==> src/rtl/rr_arbiter8_pkg.sv <==
// Shared constants, types and helpers for the 8-way round-robin arbiter.
package rr_arbiter8_pkg;

    // Requester count and the width of an index into it.
    localparam int N_REQ = 8;
    localparam int IDX_W = 3;

    // FSM encodings, kept as plain constants so older blocks can share them.
    localparam logic [0:0] S_IDLE = 1'b0;
    localparam logic [0:0] S_BUSY = 1'b1;

    typedef logic [IDX_W-1:0] idx_t;
    typedef logic [N_REQ-1:0] req_t;

    // Next requester index with natural 3-bit wrap (7 -> 0).
    function automatic idx_t idx_next(input idx_t i);
        return i + idx_t'(1);
    endfunction

endpackage

==> src/rtl/rr_pick8.sv <==
// Rotating priority picker: first set request bit at or after ptr (mod 8).
// Purely combinational; the arbiter registers the result.
module rr_pick8
    import rr_arbiter8_pkg::*;
(
    input  logic [7:0] req,
    input  logic [2:0] ptr,
    output logic [2:0] idx,
    output logic       any
);

    logic [2*N_REQ-1:0] req_dbl;
    req_t               rot;
    idx_t               ofs;

    // Doubling the vector turns the rotate-right into a plain part select:
    // rot[j] is requester (ptr + j) mod 8.
    assign req_dbl = {req, req};
    assign rot     = req_dbl[ptr +: N_REQ];

    // Fixed-priority encode of the rotated vector, lowest bit wins.
    always_comb begin
        // NOTE: default before the loop so every path assigns ofs (no latch).
        ofs = '0;
        for (int j = N_REQ - 1; j >= 0; j--) begin
            if (rot[j]) begin
                ofs = idx_t'(j);
            end
        end
    end

    // Undo the rotation; the 3-bit add wraps modulo 8 by itself.
    assign idx = ofs + ptr;
    assign any = |req;

endmodule

==> src/rtl/rr_arbiter8.sv <==
// 8-requester round-robin arbiter with hold timeout.
// Drives a registered grant index plus valid into the downstream 3-to-8
// decoder. A grant is held until done, request withdrawal or MAX_HOLD
// cycles, and every grant is followed by at least one dead (IDLE) cycle so
// the decoded one-hot never moves directly from one owner to another.
module rr_arbiter8
    import rr_arbiter8_pkg::*;
#(
    parameter int MAX_HOLD = 16,   // 2..255
    parameter int CNT_W    = 8     // 2**CNT_W > MAX_HOLD
) (
    input  logic       clock,
    input  logic       reset,
    input  logic [7:0] req,
    input  logic       done,
    output logic [2:0] gnt_idx,
    output logic       gnt_valid,
    output logic       timeout
);

    localparam logic [CNT_W-1:0] HOLD_LAST = CNT_W'(MAX_HOLD - 1);

    logic [0:0]       state;
    idx_t             ptr;
    logic [CNT_W-1:0] hold_cnt;

    idx_t             pick_idx;
    logic             pick_any;

    logic             owner_req;
    logic             hold_hit;
    logic             rel_early;
    logic             release_now;

    rr_pick8 u_pick (
        .req (req),
        .ptr (ptr),
        .idx (pick_idx),
        .any (pick_any)
    );

    // Release decode while BUSY. A voluntary release (done or withdrawal)
    // takes precedence over the hold limit for the purpose of flagging a
    // timeout, so a collision with the last hold cycle is a normal release.
    assign owner_req   = req[gnt_idx];
    assign hold_hit    = (hold_cnt == HOLD_LAST);
    assign rel_early   = done | ~owner_req;
    assign release_now = rel_early | hold_hit;

    // Grant FSM, rotation pointer, hold counter and registered outputs.
    always_ff @(posedge clock or posedge reset) begin
        if (reset) begin
            state     <= S_IDLE;
            ptr       <= '0;
            hold_cnt  <= '0;
            gnt_idx   <= '0;
            gnt_valid <= 1'b0;
            timeout   <= 1'b0;
        end else begin
            // NOTE: non-blocking everywhere here so every register samples
            // the pre-edge values, regardless of statement order.
            timeout <= 1'b0;
            if (state == S_IDLE) begin
                if (pick_any) begin
                    gnt_idx   <= pick_idx;
                    gnt_valid <= 1'b1;
                    hold_cnt  <= '0;
                    state     <= S_BUSY;
                end else begin
                    gnt_valid <= 1'b0;
                end
            end else begin
                if (release_now) begin
                    gnt_valid <= 1'b0;
                    ptr       <= idx_next(gnt_idx);
                    timeout   <= hold_hit & ~rel_early;
                    state     <= S_IDLE;
                end else begin
                    hold_cnt  <= hold_cnt + CNT_W'(1);
                end
            end
        end
    end

endmodule

==> config.mk <==
export PLATFORM = sky130hd
export DESIGN_NAME = rr_arbiter8
export DESIGN_NICKNAME = d
export VERILOG_FILES = /design/src/rtl/rr_arbiter8_pkg.sv /design/src/rtl/rr_pick8.sv /design/src/rtl/rr_arbiter8.sv
export SDC_FILE = /design/constraint.sdc
export NUM_CORES = 1
export LEC_CHECK = 0
export CAP_MARGIN = 10
export CORE_ASPECT_RATIO = 1.75
export CORE_MARGIN = 4
export CORE_UTILIZATION = 27
export CTS_CLUSTER_DIAMETER = 60
export DETAILED_ROUTE_END_ITERATION = 10
export PLACE_DENSITY = 0.49
export SLEW_MARGIN = 15
export SYNTH_ARGS = -nofsm -noshare
export SYNTH_HDL_FRONTEND = slang
export SYNTH_SLANG_ARGS = --single-unit
==> constraint.sdc <==
create_clock -name clock -period 3.1 [get_ports clock]
set_input_delay 0.62 -clock clock [delete_from_list [all_inputs] [get_ports clock]]
set_output_delay 0.62 -clock clock [all_outputs]
set_load 0.05 [all_outputs]
==> impl_metrics.yaml, run 1 <==
critical_path:
  end_kind: "flop"
  worstPathMaxFanout: 2
  worstPathCellList: "buf_6 -> mux4_2 -> nor2b_4 -> nor3_4 -> a21oi_2 -> o31ai_4 -> ha_2 -> inv_2 -> fa_2 -> xnor2_2 -> or2b_1 -> a2111o_1 -> o211ai_1"
  crit_arrival_ps: 3260
  critPathSlowestCell: "mux4_2"
  max_stage_delay_ps: 490
  startpoint_type: "input pin"
  worstSetupPathType: "in2reg"
  cp.required_ps: 3280
clocking:
  cts_buffer_depth: 2
  cts_root_buffer: "clkbuf_8"
  htreeDepth: 1
  numCtsBuffers: 3
  cts_tree: "built"
  clk_latency_ps: 250
  cts_sinks: 17
  path_clk_slew_ps: 70
floorplanning:
  io-pin-count: 16
  initial_core_util: 0.281
  die_area_um2: 7540
  die_x_um: 67.4
  rows: 37
  coreArea_um2: 5930
  die_h_um: 112
timing:
  maxSlewViolCount: 0
  slew_headroom: 0.565
  skew_ps: 4.64
  finalCriticalPeriod_ps: 3090
  hold_viol_final: 0
  max_freq_ghz: 0.324
  worst_pin_slew_ps: 652
  period_share: 0.997
  fin_hold_ws_ps: 487
  setup_viol: 0
  rsz0062_at_grt: "true"
final_layout:
  fill_cells: 647
  syn_to_final_growth_pct: 32.0
  fin_nets: 235
  layout_common_cells: "buf_4, nand2_1, dfrtp_1"
  diodes: 0
  layout_commonest_cell: "buf_4"
  drive_gt1_frac: 0.370
  stdcell_count: 297
synth:
  synth_fp_nets: 194
  ys_ff_latch: 17
  syn_inst: 179
  seq_area_frac_synth: 0.255
  avgSynthCellArea_um2: 9.30
  synth_edf_count: 0
  synthArstFlopShare: 1.00
  post_synth_instance_area_um2: 1670
  synthDistinctLibCells: 49
  synth-main-ff-cell: "dfrtp_1"
  yosys_warnings: 0
power_and_ir_drop:
  p_clk_frac: 0.087
  power.leakage_nw: 0.964
  p_int_mw: 1.08
  power_mw: 1.93
  combPwrFrac: 0.706
  p_switching_mw: 0.851
  seqPwrFrac: 0.207
  power_per_cell_area_nw_per_um2: 878
  switching_share: 0.441
  peakVddDrop_mv: 0.351
detailed_routing:
  drt_wl_total_um: 4520
  drtAntennaViolNets: 0
  vias: 1524
  drc: 0
  drt-vias-per-instance: 5.13
  drt-initial-drc-count: 61
  wire_per_inst_um: 15.2
  drt_first_pass_iters: 4
global_routing:
  antenna_found_initial: 0
  grt_pass1_wl_um: 7800
  grt_max_degree: 18
  grt_pass1_vias: 1618
  gr-total-overflow: 0
  grt_usage: 0.133
flow_run:
  drv_cap: 0
place:
  dp.cells: 288
  finalWeightedCongestion: 0.776
  hpwl_um: 3580
  io_buffers: 15
status:
  outcome: "completed"
min_path:
  hold_class: "reg2reg"
per-stage QoR:
stage                     area [um^2]  setup TNS [ps]  setup slack, ps   util
after detailed placement         2060           -1070             -753  0.347
after global placement           2060           -1000             -709  0.347
after floorplan                  1690           -87.3            -87.3      -
after CTS                        2150           -41.4            -41.4  0.363
final                            2200               0             10.6  0.371
after global routing             2200           -92.9            -92.9  0.371
final timing paths:
check                               start          end  slack (ps)  cells after the start
worst max-delay path               req[5]   gnt_idx[2]          10                     13
worst min-delay path            gnt_valid    gnt_valid         490                      2
worst max register to register     ptr[0]   gnt_idx[2]          40                     12
worst min register to register  gnt_valid    gnt_valid         490                      2
max in group asynchronous           reset       ptr[0]        1890                      2
min in group asynchronous           reset  hold_cnt[1]         750                      2
critical path: cells and delay by family:
kind	cells	cell delay, ps
AOI/OAI and AO/OA	4	740
xor gates and xnor gates	1	150
adders and majority gates	2	570
buffers and inverters	2	130
muxes	1	490
and+or+nand+nor	3	560
layout make-up:
| cell class | instances | area (um^2) | area share |
|---|---|---|---|
| clock buffer | 3 | 41.3 | 0.0188 |
| timing repair buffer | 51 | 429 | 0.195 |
| inverter | 9 | 33.8 | 0.0154 |
| tap | 78 | 97.6 | 0.0444 |
| multi-input combinational | 138 | 1160 | 0.529 |
| clock inverter | 1 | 5.00 | 0.00228 |
| sequential | 17 | 428 | 0.195 |
power groups by stage:
stage	clock network, mW	registers, mW	logic [mW]
2_1_floorplan	0	0.438	0.824
3_5_place_dp	0	0.408	1.20
5_1_grt	0.184	0.415	1.49
4_1_cts	0.173	0.405	1.32
6_report	0.167	0.400	1.36
3_3_place_gp	0	0.408	1.21
state kept, by name (all words and copies together), names as in the netlist:
signal / count
hold_cnt: 8
gnt_idx: 3
ptr: 3
gnt_valid: 1
state: 1
timeout: 1
synth_stat cells (all sizes together) (3+ instances only):
cell,count,area share
nor3,11,0.036
ha,3,0.023
a21oi,13,0.039
mux2,3,0.020
a211oi,3,0.014
nand2,22,0.050
dfrtp,17,0.26
mux4,13,0.18
o21bai,3,0.014
nor2,13,0.029
inv,9,0.020
a21o,8,0.036
nand3,4,0.015
o21ai,8,0.024
o31ai,3,0.017
mux2i,4,0.024
buf,14,0.059
cells by family (layout without fill, tap and decap cells):
logic type,after synthesis,count (layout),synth area share
AOI/OAI and AO/OA,48,48,0.197
xor gates and xnor gates,3,3,0.0158
adders and majority gates,4,4,0.0346
buffers and inverters,24,64,0.0819
DFF,17,17,0.255
muxes,20,20,0.222
and+or+nand+nor,63,63,0.193
layer usage:
layer / share of wire / GRT usage / vias up
li1: - / - / 753
met1: 0.38 / 0.150 / 743
met2: 0.57 / 0.244 / 17
met3: 0.0097 / 0.00807 / 11
met4: 0.039 / 0.0637 / 0
met5: 0 / 0 / -
repair_timing:
action	4_1_cts	5_1_grt
setup buffers	3	2
pin swaps	7	8
setup endpoints to repair	2	1
resized for setup	42	11
hold buffers	0	0
endpoints found under the hold margin	0	0
Power figures use the tool's default switching activity.
==> run 2: changes to the inputs <==
--- a/config.mk
+++ b/config.mk
@@ -7,7 +7,7 @@
 export LEC_CHECK = 0
 export CAP_MARGIN = 10
 export CORE_ASPECT_RATIO = 1.75
-export CORE_MARGIN = 4
+export CORE_MARGIN = 5
 export CORE_UTILIZATION = 27
 export CTS_CLUSTER_DIAMETER = 60
 export DETAILED_ROUTE_END_ITERATION = 10
==> run 2 against run 1 <==
- non-clock buffer count fell by 2
- critical path type unchanged
- worst setup slack improved by 36 ps
- power is 3.3% lower
==> impl_metrics.yaml, run 2 (synthesized netlist as in run 1, its figures left out) <==
power_and_ir_drop:
  p_int_mw: 1.03
  combPwrFrac: 0.702
  seqPwrFrac: 0.211
  power_per_cell_area_nw_per_um2: 847
  peakVddDrop_mv: 0.461
  power_mw: 1.87
  p_switching_mw: 0.833
  switching_share: 0.446
  p_clk_frac: 0.087
  power.leakage_nw: 0.960
detailed_routing:
  drtAntennaViolNets: 0
  drt-vias-per-instance: 5.04
  drt_wl_total_um: 4620
  drc: 0
  drt_first_pass_iters: 4
  wire_per_inst_um: 15.6
  vias: 1496
  drt-initial-drc-count: 57
timing:
  period_share: 0.985
  setup_viol: 0
  finalCriticalPeriod_ps: 3050
  rsz0062_at_grt: "true"
  slew_headroom: 0.555
  maxSlewViolCount: 0
  fin_hold_ws_ps: 479
  skew_ps: 4.52
  hold_viol_final: 0
  worst_pin_slew_ps: 666
  max_freq_ghz: 0.327
  setup_ws_ps: 46.3
place:
  io_buffers: 15
  dp_slack_ps: -886
  finalWeightedCongestion: 0.818
  hpwl_um: 3680
critical_path:
  crit_arrival_ps: 3210
  worstPathCellList: "buf_6 -> buf_6 -> mux4_2 -> o21bai_1 -> o2111a_1 -> o31ai_2 -> ha_2 -> inv_2 -> fa_2 -> xnor2_2 -> or2b_1 -> a2111o_1 -> o211ai_1"
  path_delay_family: "compound AO/OA/AOI/OAI gates"
  cp_num_cells: 13
  ff2ff_path_depth: 12
  max_stage_delay_ps: 490
  end_kind: "flop"
  r2r-start: "ptr[0]"
  timing.rr.end: "gnt_idx[2]"
  rrSetupSlack_ps: 50
  startpoint_type: "input pin"
  worstSetupPathType: "in2reg"
  cp.required_ps: 3260
  critPathSlowestCell: "mux4_2"
  cp_common_cell: "buf_6"
  worstPathMaxFanout: 2
  cp_num_buf_inv: 3
floorplanning:
  die_x_um: 69.4
  coreArea_um2: 6090
  rows: 38
  die_area_um2: 7900
  die_h_um: 114
  io-pin-count: 16
  initial_core_util: 0.274
global_routing:
  use_met3: 0.0123
  met2_usage: 0.254
  grt_max_degree: 28
  grt_pass1_wl_um: 8020
  antenna_found_initial: 0
  grt_usage: 0.126
  gr-total-overflow: 0
  grt.busiest_layer: "met2"
  grt_use_met1: 0.129
  grt_pass1_vias: 1645
clocking:
  htreeDepth: 1
  cts_tree: "built"
  cts_root_buffer: "clkbuf_8"
  cts_buffer_depth: 2
  cts_sinks: 17
  numCtsBuffers: 3
  path_clk_slew_ps: 60
  hold_buffers: 0
  clk_latency_ps: 250
min_path:
  hold_path_depth: 2
  hp-start: "gnt_valid"
  hold_end: "gnt_valid"
  hold_class: "reg2reg"
final_layout:
  layout_common_cells: "buf_4, nand2_1, dfrtp_1"
  largest_reg_flops: 8
  syn_to_final_growth_pct: 32.2
  fin_nets: 233
  drive_gt1_frac: 0.359
  reg_top3: "hold_cnt (8), gnt_idx (3), ptr (3)"
  top_register: "hold_cnt"
  diodes: 0
  postLayoutCoreUtil: 0.362
  layout_commonest_cell: "buf_4"
status:
  outcome: "completed"
flow_run:
  drv_cap: 0
run 2: cell count changes in the layout (fill, tap and decap cells not counted), sizes merged:
cell and change:
buf -2, clkbuf +2, clkdlybuf4s15 -2, clkinv -1, dlygate4sd2 +1
run 2: final cells by class:
class | count | area [um^2]
Fill cell | 674 | 3880
Clock buffer | 4 | 45.0
Sequential cell | 17 | 427
Timing Repair Buffer | 49 | 412
Inverter | 9 | 33.8
Multi-Input combinational cell | 138 | 1180
Tap cell | 80 | 100
run 2: timing repair:
action,CTS,global route
buffers inserted,5,0
endpoints found under the setup margin,2,1
pin swaps,7,7
resized for setup,41,10
run 2: worst max-delay path by stage:
| stage | start | endpoint | slack (ps) |
|---|---|---|---|
| CTS | req[5] | gnt_idx[2] | -120 |
| floorplan | req[5] | gnt_idx[2] | -90 |
| global placement | req[7] | gnt_idx[2] | -960 |
| finish | req[1] | gnt_idx[2] | 50 |
| detailed placement | req[7] | gnt_idx[2] | -890 |
| global route | ptr[0] | gnt_idx[2] | -90 |
run 2: metrics by stage:
| step | area, um^2 | setup TNS (ps) | cells |
|---|---|---|---|
| 6_report | 2200 | 0 | 297 |
| 4_1_cts | 2170 | -123 | 297 |
| 3_3_place_gp | 2050 | -1570 | 289 |
| 3_5_place_dp | 2050 | -1350 | 289 |
| 2_1_floorplan | 1690 | -87.3 | 179 |
| 5_1_grt | 2200 | -89.5 | 297 |
run 2: routing by layer:
metal / share of wire / wire length, um / up-vias
li1: - / - / 741
met1: 0.37 / 1690 / 715
met2: 0.59 / 2720 / 31
met3: 0.025 / 114 / 9
met4: 0.022 / 100 / 0
met5: 0 / 0 / -
run 2: power groups by stage:
stage	sequential, mW	combinational [mW]	clock, mW
2_1_floorplan	0.438	0.824	0
3_3_place_gp	0.397	1.21	0
3_5_place_dp	0.395	1.21	0
4_1_cts	0.392	1.30	0.172
5_1_grt	0.403	1.45	0.178
6_report	0.394	1.31	0.162
run 2: worst register-to-register path, cell delays in order, from the launching register on:
cell,delay (ps)
dfrtp_2,410
buf_6,110
mux4_2,530
o21bai_1,190
o2111a_1,150
o31ai_2,220
ha_2,220
inv_2,40
fa_2,370
xnor2_2,150
or2b_1,210
a2111o_1,280
o211ai_1,80
